**src/rtl/seg_pkg.sv**
```systemverilog
// Shared constants for the two-digit seven-segment reader: active-low segment
// patterns {a,b,c,d,e,f,g}, error codes and FSM state encoding.
package seg_pkg;

  localparam logic [6:0] SegBlank = 7'b1111111;
  localparam logic [6:0] Seg0     = 7'b0000001;
  localparam logic [6:0] Seg1     = 7'b1001111;
  localparam logic [6:0] Seg2     = 7'b0010010;
  localparam logic [6:0] Seg3     = 7'b0000110;
  localparam logic [6:0] Seg4     = 7'b1001100;
  localparam logic [6:0] Seg5     = 7'b0100100;
  localparam logic [6:0] Seg6     = 7'b0100000;
  localparam logic [6:0] Seg7     = 7'b0001111;
  localparam logic [6:0] Seg8     = 7'b0000000;
  localparam logic [6:0] Seg9     = 7'b0000100;
  localparam logic [6:0] Seg9Alt  = 7'b0001100;

  localparam logic [1:0] ErrOk      = 2'b00;
  localparam logic [1:0] ErrTens    = 2'b01;
  localparam logic [1:0] ErrOnes    = 2'b10;
  localparam logic [1:0] ErrTimeout = 2'b11;

  typedef enum logic [1:0] {
    StIdle   = 2'd0,
    StSettle = 2'd1,
    StDecode = 2'd2,
    StDone   = 2'd3
  } state_e;

endpackage

```
**src/rtl/seg7_to_digit.sv**
```systemverilog
// Combinational seven-segment pattern decoder. The tens flavour only accepts
// blank/0/1, since the display never shows a tens digit above 1.
module seg7_to_digit
  import seg_pkg::*;
#(
  parameter bit IsTens = 1'b0
) (
  input  logic [6:0] seg_i,
  output logic       legal_o,
  output logic [3:0] digit_o
);

  always_comb begin
    legal_o = 1'b1;
    digit_o = 4'd0;
    if (IsTens) begin
      unique case (seg_i)
        SegBlank, Seg0: digit_o = 4'd0;
        Seg1:           digit_o = 4'd1;
        default:        legal_o = 1'b0;
      endcase
    end else begin
      unique case (seg_i)
        Seg0:          digit_o = 4'd0;
        Seg1:          digit_o = 4'd1;
        Seg2:          digit_o = 4'd2;
        Seg3:          digit_o = 4'd3;
        Seg4:          digit_o = 4'd4;
        Seg5:          digit_o = 4'd5;
        Seg6:          digit_o = 4'd6;
        Seg7:          digit_o = 4'd7;
        Seg8:          digit_o = 4'd8;
        Seg9, Seg9Alt: digit_o = 4'd9;
        default:       legal_o = 1'b0;
      endcase
    end
  end

endmodule

```
**src/rtl/seg_pair_to_bin.sv**
```systemverilog
// Reads a two-digit active-low seven-segment display once its buses have settled
// and returns the binary value (0..19) with an error code over valid/ready.
module seg_pair_to_bin
  import seg_pkg::*;
#(
  parameter int unsigned STABLE_CYCLES  = 4,
  parameter int unsigned TIMEOUT_CYCLES = 64
) (
  input  logic       clk,
  input  logic       rst,
  input  logic       start,
  input  logic [6:0] tens_seg,
  input  logic [6:0] ones_seg,
  output logic       busy,
  output logic       out_valid,
  input  logic       out_ready,
  output logic [4:0] value,
  output logic [1:0] err
);

  localparam int unsigned CntW = $clog2(TIMEOUT_CYCLES + 1);
  localparam logic [CntW-1:0] StableMax = CntW'(STABLE_CYCLES);
  localparam logic [CntW-1:0] TmoLast   = CntW'(TIMEOUT_CYCLES - 1);
  localparam logic [CntW-1:0] CntSat    = {CntW{1'b1}};

  state_e          state_q, state_d;
  logic [13:0]     snap_q, snap_d;
  logic [CntW-1:0] stab_q, stab_d;
  logic [CntW-1:0] tmo_q, tmo_d;
  logic [4:0]      value_q, value_d;
  logic [1:0]      err_q, err_d;

  logic [13:0] cur_seg;
  logic        in_match;
  logic        tens_legal, ones_legal;
  logic [3:0]  tens_digit, ones_digit;
  logic [4:0]  tens5, ones5, dec_value;

  assign cur_seg  = {tens_seg, ones_seg};
  assign in_match = (cur_seg == snap_q);

  // Decoders see only the frozen snapshot, never the live buses.
  seg7_to_digit #(.IsTens(1'b1)) u_tens (
    .seg_i   (snap_q[13:7]),
    .legal_o (tens_legal),
    .digit_o (tens_digit)
  );

  seg7_to_digit #(.IsTens(1'b0)) u_ones (
    .seg_i   (snap_q[6:0]),
    .legal_o (ones_legal),
    .digit_o (ones_digit)
  );

  assign tens5     = {1'b0, tens_digit};
  assign ones5     = {1'b0, ones_digit};
  assign dec_value = (tens5 << 3) + (tens5 << 1) + ones5;

  always_comb begin
    state_d = state_q;
    snap_d  = snap_q;
    stab_d  = stab_q;
    tmo_d   = tmo_q;
    value_d = value_q;
    err_d   = err_q;
    unique case (state_q)
      StIdle: begin
        if (start) begin
          snap_d  = cur_seg;
          stab_d  = CntW'(1);
          tmo_d   = '0;
          state_d = StSettle;
        end
      end
      StSettle: begin
        tmo_d = (tmo_q == CntSat) ? tmo_q : tmo_q + 1'b1;
        if (in_match) begin
          stab_d = (stab_q == CntSat) ? stab_q : stab_q + 1'b1;
        end else begin
          snap_d = cur_seg;
          stab_d = CntW'(1);
        end
        // Stability wins over timeout when both land on the same edge.
        if (in_match && (stab_q >= StableMax)) begin
          state_d = StDecode;
        end else if (tmo_q >= TmoLast) begin
          err_d   = ErrTimeout;
          value_d = 5'd0;
          state_d = StDone;
        end
      end
      StDecode: begin
        if (!tens_legal) begin
          err_d   = ErrTens;
          value_d = 5'd0;
        end else if (!ones_legal) begin
          err_d   = ErrOnes;
          value_d = 5'd0;
        end else begin
          err_d   = ErrOk;
          value_d = dec_value;
        end
        state_d = StDone;
      end
      StDone: begin
        if (out_ready) begin
          state_d = StIdle;
        end
      end
      default: state_d = StIdle;
    endcase
  end

  always_ff @(posedge clk or posedge rst) begin
    if (rst) begin
      state_q <= StIdle;
      snap_q  <= '0;
      stab_q  <= '0;
      tmo_q   <= '0;
      value_q <= '0;
      err_q   <= ErrOk;
    end else begin
      state_q <= state_d;
      snap_q  <= snap_d;
      stab_q  <= stab_d;
      tmo_q   <= tmo_d;
      value_q <= value_d;
      err_q   <= err_d;
    end
  end

  assign busy      = (state_q != StIdle);
  assign out_valid = (state_q == StDone);
  assign value     = value_q;
  assign err       = err_q;

endmodule
```
**config.mk**
```make
export PLATFORM = sky130hd
export DESIGN_NAME = seg_pair_to_bin
export DESIGN_NICKNAME = d
export VERILOG_FILES = /design/src/rtl/seg_pkg.sv /design/src/rtl/seg7_to_digit.sv /design/src/rtl/seg_pair_to_bin.sv
export SDC_FILE = /design/constraint.sdc
export NUM_CORES = 1
export LEC_CHECK = 0
export CAP_MARGIN = 10
export CORE_MARGIN = 4
export CORE_UTILIZATION = 50
export DETAILED_ROUTE_END_ITERATION = 8
export MAX_ROUTING_LAYER = met4
export PLACE_DENSITY = 0.83
export SYNTH_ARGS = -nofsm -noshare
export SYNTH_HDL_FRONTEND = slang
export SYNTH_HIERARCHICAL = 1
export SYNTH_SLANG_ARGS = --single-unit
```
**constraint.sdc**
```tcl
create_clock -name clk -period 5.5 [get_ports clk]
set_input_delay 0.55 -clock clk [delete_from_list [all_inputs] [get_ports clk]]
set_output_delay 0.55 -clock clk [all_outputs]
set_load 0.02 [all_outputs]
```
==> impl_metrics.yaml, run 1 <==
route:
  viasPerCell: 5.46
  wirelength_um: 4710
  drt_iter0_markers: 63
  drc: 0
  first_pass_iters: 4
  drtAntennaViolNets: 0
  wire_per_inst_um: 14.1
  vias: 1822
job:
  drv_cap: 0
logic_synthesis:
  synth_top_area_share_pct: 37.8
  synth_cells: 237
  async_reset_ff_share_pct: 100
  avgSynthCellArea_um2: 10.3
  seq_area_frac_synth_pct: 37.8
  yosys-top-cells-area: "dfrtp_1 38%, ha_1 5.6%, xnor2_1 5.4%, mux2_4 4.9%, nor2_1 3.4%"
  synth_edf_count: 0
  ys.flop_type: "dfrtp_1"
  synth_cell_type_count: 56
  yosysWarnings: 6
  synth_area_um2: 2450
  yosysTopAreaCell: "dfrtp_1"
  ys_seq_elements: 37
grt:
  grt_pass1_vias: 1832
  grt_overflow: 0
  grt_pass1_wl_um: 8550
  grt_max_degree: 38
  antenna_found_initial: 0
  grt.total_usage_pct: 18.1
cts:
  cts_setup_buffers: 0
  cts_resized: 0
  clockRootBuffer: "clkbuf_8"
  cts_made_buffers: 5
  clock_sinks: 37
  h-tree-depth: 2
  ctsHoldBuffers: 0
  clkTransAtPathRegs_ns: 0.07
  cts_tree: "yes"
  cts_max_path_buffers: 2
  clk_latency_ns: 0.29
place:
  routabilityCongestion: 0.893
  dp_cells: 327
  port_buffers: 26
  dp_hpwl_um: 3550
  pre_cts_ws_ns: 2.63
floorplan:
  pin_count: 27
  die_y_um: 78.0
  coreArea_um2: 4720
  fp.dieW_um: 78.0
  fp-row-count: 25
  start_util_pct: 51.9
  die-area_um2: 6090
timing:
  tightestPinTransition_ns: 0.632
  post-route-min-period_ns: 2.88
  final-setup-viol-count: 0
  skew_ns: 0.00291
  drv_slew: 0
  rsz0062_at_grt: "false"
  setup_ws_ns: 2.62
  fmax_mhz: 347
  final-hold-violation-count: 0
  slew_headroom_pct: 57.3
  post-route-period-util_pct: 52.4
  setup_tns_ns: 0
final_layout:
  stdcell_count: 334
  n_antenna_cell: 0
  fin_nets: 298
  fin_util_pct: 60.5
  drive_gt1_share_pct: 12.4
  syn2layout_area_growth_pct: 16.5
min_path:
  hold_path.class: "register to register"
outcome:
  status: "complete, no violations"
critical_path:
  critPathRequiredTime_ns: 5.67
  cp_max_fo: 7
  worstSetupStartpointType: "register"
  cp.arrival_ns: 3.05
  end_kind: "register"
  path_class: "register to register"
power_and_ir_drop:
  ir_drop_uv: 249
  powerDensity_nw_per_um2: 444
  power_leakage_nw: 1.24
==> cell usage after synthesis, drive strengths merged, types with 3 or more instances <==
library cell	instances
inv	17
xnor2	16
dfrtp	37
xor2	6
nand2	17
mux2	18
mux2i	6
ha	11
nor3b	4
and3	3
nand4	7
nor4	4
nand3	13
a21oi	4
o21ai	7
buf	4
or3	3
nor2	23
nor3	3
==> state kept, by name (all words and copies together), names as in the netlist <==
signal   flops
snap_q      14
stab_q       7
tmo_q        7
value        5
err          2
state_q      2
==> routing by layer <==
layer	track usage (%)	part of all wire, %	vias to the layer above
met5	-	0	-
met2	28.9	47	51
met1	22.9	46	866
met3	4.59	5.5	7
li1	-	-	898
met4	5.42	1.7	0
==> worst max-delay path: stages, from the launching register on <==
cell and delay [ns]:
dfrtp_1 0.46, or3_4 0.43, or3_1 0.42, nand3_2 0.09
ha_1 0.15, ha_1 0.13, inv_1 0.05, fa_1 0.37
xnor2_1 0.19, xnor2_1 0.14, nor2_1 0.05, mux2_1 0.29
==> area by class of cell <==
class | instances | area, µm²
fill | 402 | 1870
clock buffer | 7 | 86.3
inverter | 17 | 63.8
tap | 67 | 83.8
sequential | 37 | 926
timing repair buffer | 27 | 268
multi-input combinational | 179 | 1430
==> path summary, 6_finish.rpt <==
check                                       from                      to  slack (ns)  cells after the start
min reg2reg                 value[3]$_DFFE_PP0P_    value[3]$_DFFE_PP0P_        0.49                      1
min in group asynchronous                    rst    tmo_q[0]$_DFFE_PP0P_        0.68                      3
min                         value[3]$_DFFE_PP0P_    value[3]$_DFFE_PP0P_        0.49                      1
max in group asynchronous                    rst  snap_q[12]$_DFFE_PP0P_        4.49                      3
max reg2reg                snap_q[6]$_DFFE_PP0P_    value[4]$_DFFE_PP0P_        2.62                     11
max                        snap_q[6]$_DFFE_PP0P_    value[4]$_DFFE_PP0P_        2.62                     11
==> metrics by stage <==
step                instance area (µm²)  power (mW)  hold slack, ns
floorplan                          2460       0.945           0.476
global placement                   2770        1.06           0.473
detailed placement                 2770        1.08           0.480
CTS                                2860        1.28           0.496
global route                       2860        1.38           0.531
finish                             2860        1.27           0.490
==> power by group <==
part	internal (mW)	switching (mW)	total, mW
Clock	0.0994	0.0932	0.193
Combinational	0.308	0.299	0.607
Sequential	0.349	0.120	0.469
Total	0.757	0.512	1.27
==> cells by family after synthesis <==
kind of cell | after synthesis | synth area share (%)
fa+ha+maj | 13 | 7.24
xor+xnor | 22 | 8.16
mux | 24 | 12.1
buf+inv | 23 | 4.29
flops | 37 | 37.8
compound gates | 31 | 9.80
simple gates | 86 | 20.5
other cells | 1 | 0.153
==> cell usage in the layout, fill, tap and decap left out, types with 6 or more instances in the layout <==
cell              n
xor2_1            6
o21ai_0           6
inv_1            17
mux2_4            8
xnor2_1          15
dfrtp_1          37
ha_1             11
nor2_1           22
clkbuf_8          6
clkdlybuf4s50_1  26
nand2_1          17
nand3_1          12
Power figures use the tool's default switching activity.
==> run 2: changes to the inputs <==
- PLACE_DENSITY: 0.83 -> 0.86
- clock period: 5.5 -> 2.65 ns (I/O delays scaled with it)
==> impl_metrics.yaml, run 2 (same netlist as run 1, synthesis figures left out) <==
timing:
  setup_tns_ns: 0
  drv_slew: 0
  post-route-period-util_pct: 98.8
  final-hold-violation-count: 0
  rsz0062_at_grt: "true"
  skew_ns: 0.00835
  final-setup-viol-count: 0
  slew_headroom_pct: 47.3
  tightestPinTransition_ns: 0.790
  fmax_mhz: 382
  post-route-min-period_ns: 2.62
final_layout:
  final_cell_mix: "36 x dfrtp_1, 26 x clkdlybuf4s50_1, 22 x nor2_1"
  fillers: 383
  top_register: "snap_q"
  fin_nets: 311
  largest_registers: "snap_q: 14 flops, stab_q: 7 flops, tmo_q: 7 flops"
  n_antenna_cell: 0
  largest_reg_flops: 14
  syn2layout_area_growth_pct: 24.2
  drive_gt1_share_pct: 20.3
  fin_util_pct: 64.5
  final_common_cell: "dfrtp_1"
grt:
  grt_max_degree: 21
  grt_pass1_vias: 1881
  grt_pass1_wl_um: 8560
  grt_overflow: 0
  antenna_found_initial: 0
  grt.total_usage_pct: 18.1
route:
  wire_per_inst_um: 13.7
  route.met3.wl_um: 231
  wirelength_um: 4780
  drc: 0
  routed.top_layer: "met4"
  m1WireLength_um: 2220
  drt_iter0_markers: 46
  wl_met2_um: 2210
  vias: 1896
  first_pass_iters: 4
  viasPerCell: 5.45
  drtAntennaViolNets: 0
floorplan:
  pin_count: 27
  fp-row-count: 25
  start_util_pct: 51.9
  die-area_um2: 6090
  fp.dieW_um: 78.0
  coreArea_um2: 4720
  die_y_um: 78.0
power_and_ir_drop:
  ir_drop_uv: 561
  powerDensity_nw_per_um2: 951
  power_leakage_nw: 1.32
outcome:
  status: "complete, no violations"
critical_path:
  crit_path_cell_trace: "or3_4, or3_4, nand3_4, ha_4, ha_4, inv_2, fa_2, xnor2_2, xnor2_1, nor2_1, mux2_4"
  startpoint: "snap_q[5]$_DFFE_PP0P_"
  worstSetupStartpointType: "register"
  path_class: "register to register"
  critPathRequiredTime_ns: 2.83
  cp_max_fo: 2
  worst_path_max_delay_cell: "dfrtp_2"
  end_kind: "register"
  r2r_start: "snap_q[5]$_DFFE_PP0P_"
  critPathMaxStageDelay_ns: 0.41
  cp.arrival_ns: 2.80
cts:
  clk_latency_ns: 0.29
  cts_tree: "yes"
  clock_sinks: 37
  cts_made_buffers: 5
  h-tree-depth: 2
  cts_max_path_buffers: 2
  clkTransAtPathRegs_ns: 0.08
  ctsHoldBuffers: 0
  clockRootBuffer: "clkbuf_8"
job:
  drv_cap: 0
place:
  dp_hpwl_um: 3650
  port_buffers: 26
  routabilityCongestion: 0.841
min_path:
  hold_path.class: "primary input to asynchronous set/reset pin"
-- run 2: cell types whose count changed in the layout (fill, tap and decap cells not counted), moves of 2 or more --
cell / before / now
buf_4: 1 / 14
ha_1: 11 / 9
ha_4: 0 / 2
nor3b_1: 4 / 2
nor3b_2: 0 / 2
-- run 2: final cells by class --
| type | count | area (µm²) | share of cell area [%] |
|---|---|---|---|
| sequential | 37 | 927 | 30.4 |
| multi-input combinational | 179 | 1490 | 48.9 |
| inverter | 17 | 63.8 | 2.09 |
| clock inverter | 1 | 30.0 | 0.986 |
| timing repair buffer | 40 | 365 | 12.0 |
| clock buffer | 7 | 86.3 | 2.83 |
| tap | 67 | 83.8 | 2.75 |
-- run 2: where the power goes --
group / internal [mW] / leakage (nW) / switching, mW
clock: 0.307 / 0.0585 / 0.200
combinational: 0.743 / 0.799 / 0.725
sequential: 0.727 / 0.467 / 0.196
-- run 2: critical path: cells and delay by family (launching register included) --
family	cells	cell delay, ns
xor+xnor	2	0.30
simple gates	4	0.93
buf+inv	1	0.03
fa+ha+maj	3	0.59
flops	1	0.41
mux	1	0.25
-- run 2: stage by stage --
stage	area [µm²]	hold WS [ns]	std cells	worst slack, ns	power, mW
final	3050	0.421	348	0.0322	2.90
after global routing	3050	0.509	348	-0.0627	3.11
after CTS	3040	0.454	348	0.00217	2.90
after detailed placement	2910	0.477	339	-0.0312	2.37
after global placement	2910	0.470	339	0.0486	2.31
after floorplan	2500	0.400	239	0.00273	1.98
-- run 2: repair_timing --
action,CTS,global route
resized for setup,1,2
pin swaps,3,8
endpoints found under the setup margin,1,1
setup buffers,1,0
-- run 2: final timing paths --
kind	endpoint	slack [ns]	cells after the start
max	value[4]$_DFFE_PP0P_	0.03	11
min	tmo_q[2]$_DFFE_PP0P_	0.42	2
max reg2reg	value[4]$_DFFE_PP0P_	0.03	11
min reg2reg	value[3]$_DFFE_PP0P_	0.49	1
max in group asynchronous	value[0]$_DFFE_PP0P_	1.59	3
min in group clk	value[3]$_DFFE_PP0P_	0.49	1
-- run 2: metal layers --
| metal | up-vias | GRT usage, % |
|---|---|---|
| met3 | 14 | 4.01 |
| li1 | 928 | - |
| met1 | 908 | 22.7 |
| met5 | - | - |
| met2 | 46 | 28.2 |
| met4 | 0 | 7.87 |
==> patch (flow settings as in run 2) <==
Put one more register stage on the output `err`. The value now appears one clock later. The other outputs are not delayed to match.
--- a/src/rtl/seg_pair_to_bin.sv
+++ b/src/rtl/seg_pair_to_bin.sv
@@ -133,5 +133,7 @@
   assign out_valid = (state_q == StDone);
   assign value     = value_q;
-  assign err       = err_q;
+  always_ff @(posedge clk) begin
+    err <= err_q;
+  end
 
 endmodule
Formal check against the unedited RTL: not equivalent (a bounded check fails within 10 cycles, from zero or initial values and one cycle with rst high).
==> patch against run 2 <==
The flow now finishes with violations (negative setup slack). Synthesized cell count grew 1.7%. Hold slack got worse by 0.044 ns. Power shrank 1.6%. Wire length rose by 9.3%. Via count increased by 0.21%. Clock skew increased by 0.00096 ns. Worst setup slack worse by 0.056 ns. Sequential cell count increased by 2. Non-clock buffer count did not move. Design area down 0.74%. Area after synthesis rose by 0.82%. Sequential power rose by 3.6%. Largest cell class unchanged.
==> patch: results (changes against run 2) <==
** Timing
- The least setup slack across all paths after layout came to -0.0240 ns (-0.0562 ns).
- The final count of negative-setup-slack endpoints is 1 (+1).
- The transition time at the pin with the least slew margin was 0.990 ns (+0.200 ns).

** GRT
- Global Route met1 Usage :: 23.4% (+0.75 points)
- Vias in the first global route :: 1964 (+4.4%)
- The met2 capacity usage during global routing was 31.8% (+3.6 points).
- GRT Util Overall :: 19.2% (+1.2 points)

** Worst setup path
- Source of the critical timing path :: snap_q[6]
- The endpoint arrival time on the critical path is 2.86 ns (+0.06 ns).

** Finish
- The number of standard cells in the final layout excluding fillers was 351 (+0.86%).
- The clock buffer and inverter area fraction after layout is 2.69% (-1.1 points).
- Seq cells :: 39 (+5.4%)
- The number of nets in the layout is 314 (+0.96%).
- Fraction of final layout cells with drive strength greater than 1 :: 20.1% (-0.21 points)
- Cell area after layout :: 0.00302 mm² (-0.74%)
- Multi-input combinational area share :: 48.3% (-0.63 points)
- Area share of buffers outside the clock network :: 12.1% (+0.089 points)
- The share of cell area taken by flip-flops and latches came to 31.9% (+1.5 points).

** Run status
- The run finished, with violations left.
- Violations in the final reports :: negative setup slack

** Placed design
- The cell total after placement came to 341 (+0.59%).
- The placed instance area came to 0.00291 mm² (about the same).
- Routability congestion estimate from global placement :: 0.842 (+0.11%)

** Routing
- The met3 routed wirelength came to 177 µm (-23%).
- The mean routed wirelength per cell is 14.9 µm (+8.4%).
- The ratio of routed vias to standard cells is 5.41 (-0.65%).
- The count of routing violations after the opening detailed-route iteration was 115 (+150%).
- The wire length on met1 is 2300 µm (+3.6%).

** Yosys
- Largest cells by area after synthesis :: sky130_fd_sc_hd__dfrtp_1 37%, sky130_fd_sc_hd__xnor2_1 5.7%, sky130_fd_sc_hd__ha_1 5.6%
- Top cells by instance count after synthesis :: 37 x sky130_fd_sc_hd__dfrtp_1, 18 x sky130_fd_sc_hd__inv_1, 17 x sky130_fd_sc_hd__nand2_1
- Fraction of registers with async set/reset :: 94.9% (-5.1 points)

** Power and ir drop
- Reported leakage power :: 1.32 nW (about the same)
- The peak supply drop was 0.519 mV (-7.4%).
- The power share of the sequential group was 33.5% (+1.7 points).

** Die
- Die area :: 0.00613 mm² (+0.73%)
==> patch: kinds of logic (layout without fill, tap and decap cells) <==
family / Yosys count / in the layout / share of synthesized area (%)
AO/OA/AOI/OAI: 39 / 39 / 11.8
XOR/XNOR: 21 / 21 / 7.44
adder cells (fa/ha/maj): 13 / 13 / 7.19
buffers and inverters: 25 / 66 / 4.66
flip-flops: 39 / 39 / 39.1
multiplexers: 22 / 22 / 10.7
other: 1 / 3 / 0.152
AND/OR/NAND/NOR: 81 / 81 / 19.0
==> patch: worst paths after layout <==
path                              to  slack [ns]  cells past startpoint
max                         value[4]       -0.02                     11
min                         tmo_q[0]        0.38                      3
max reg2reg                 value[4]       -0.02                     11
min reg2reg                   err[0]        0.39                      0
max in group asynchronous  stab_q[3]        1.94                      3
min in group clk              err[0]        0.39                      0
==> patch: timing repair <==
item	CTS	global route
endpoints found under the setup margin	1	1
gates resized for setup	4	0
buffers inserted	2	0
hold buffers	0	0
pin swaps	8	0
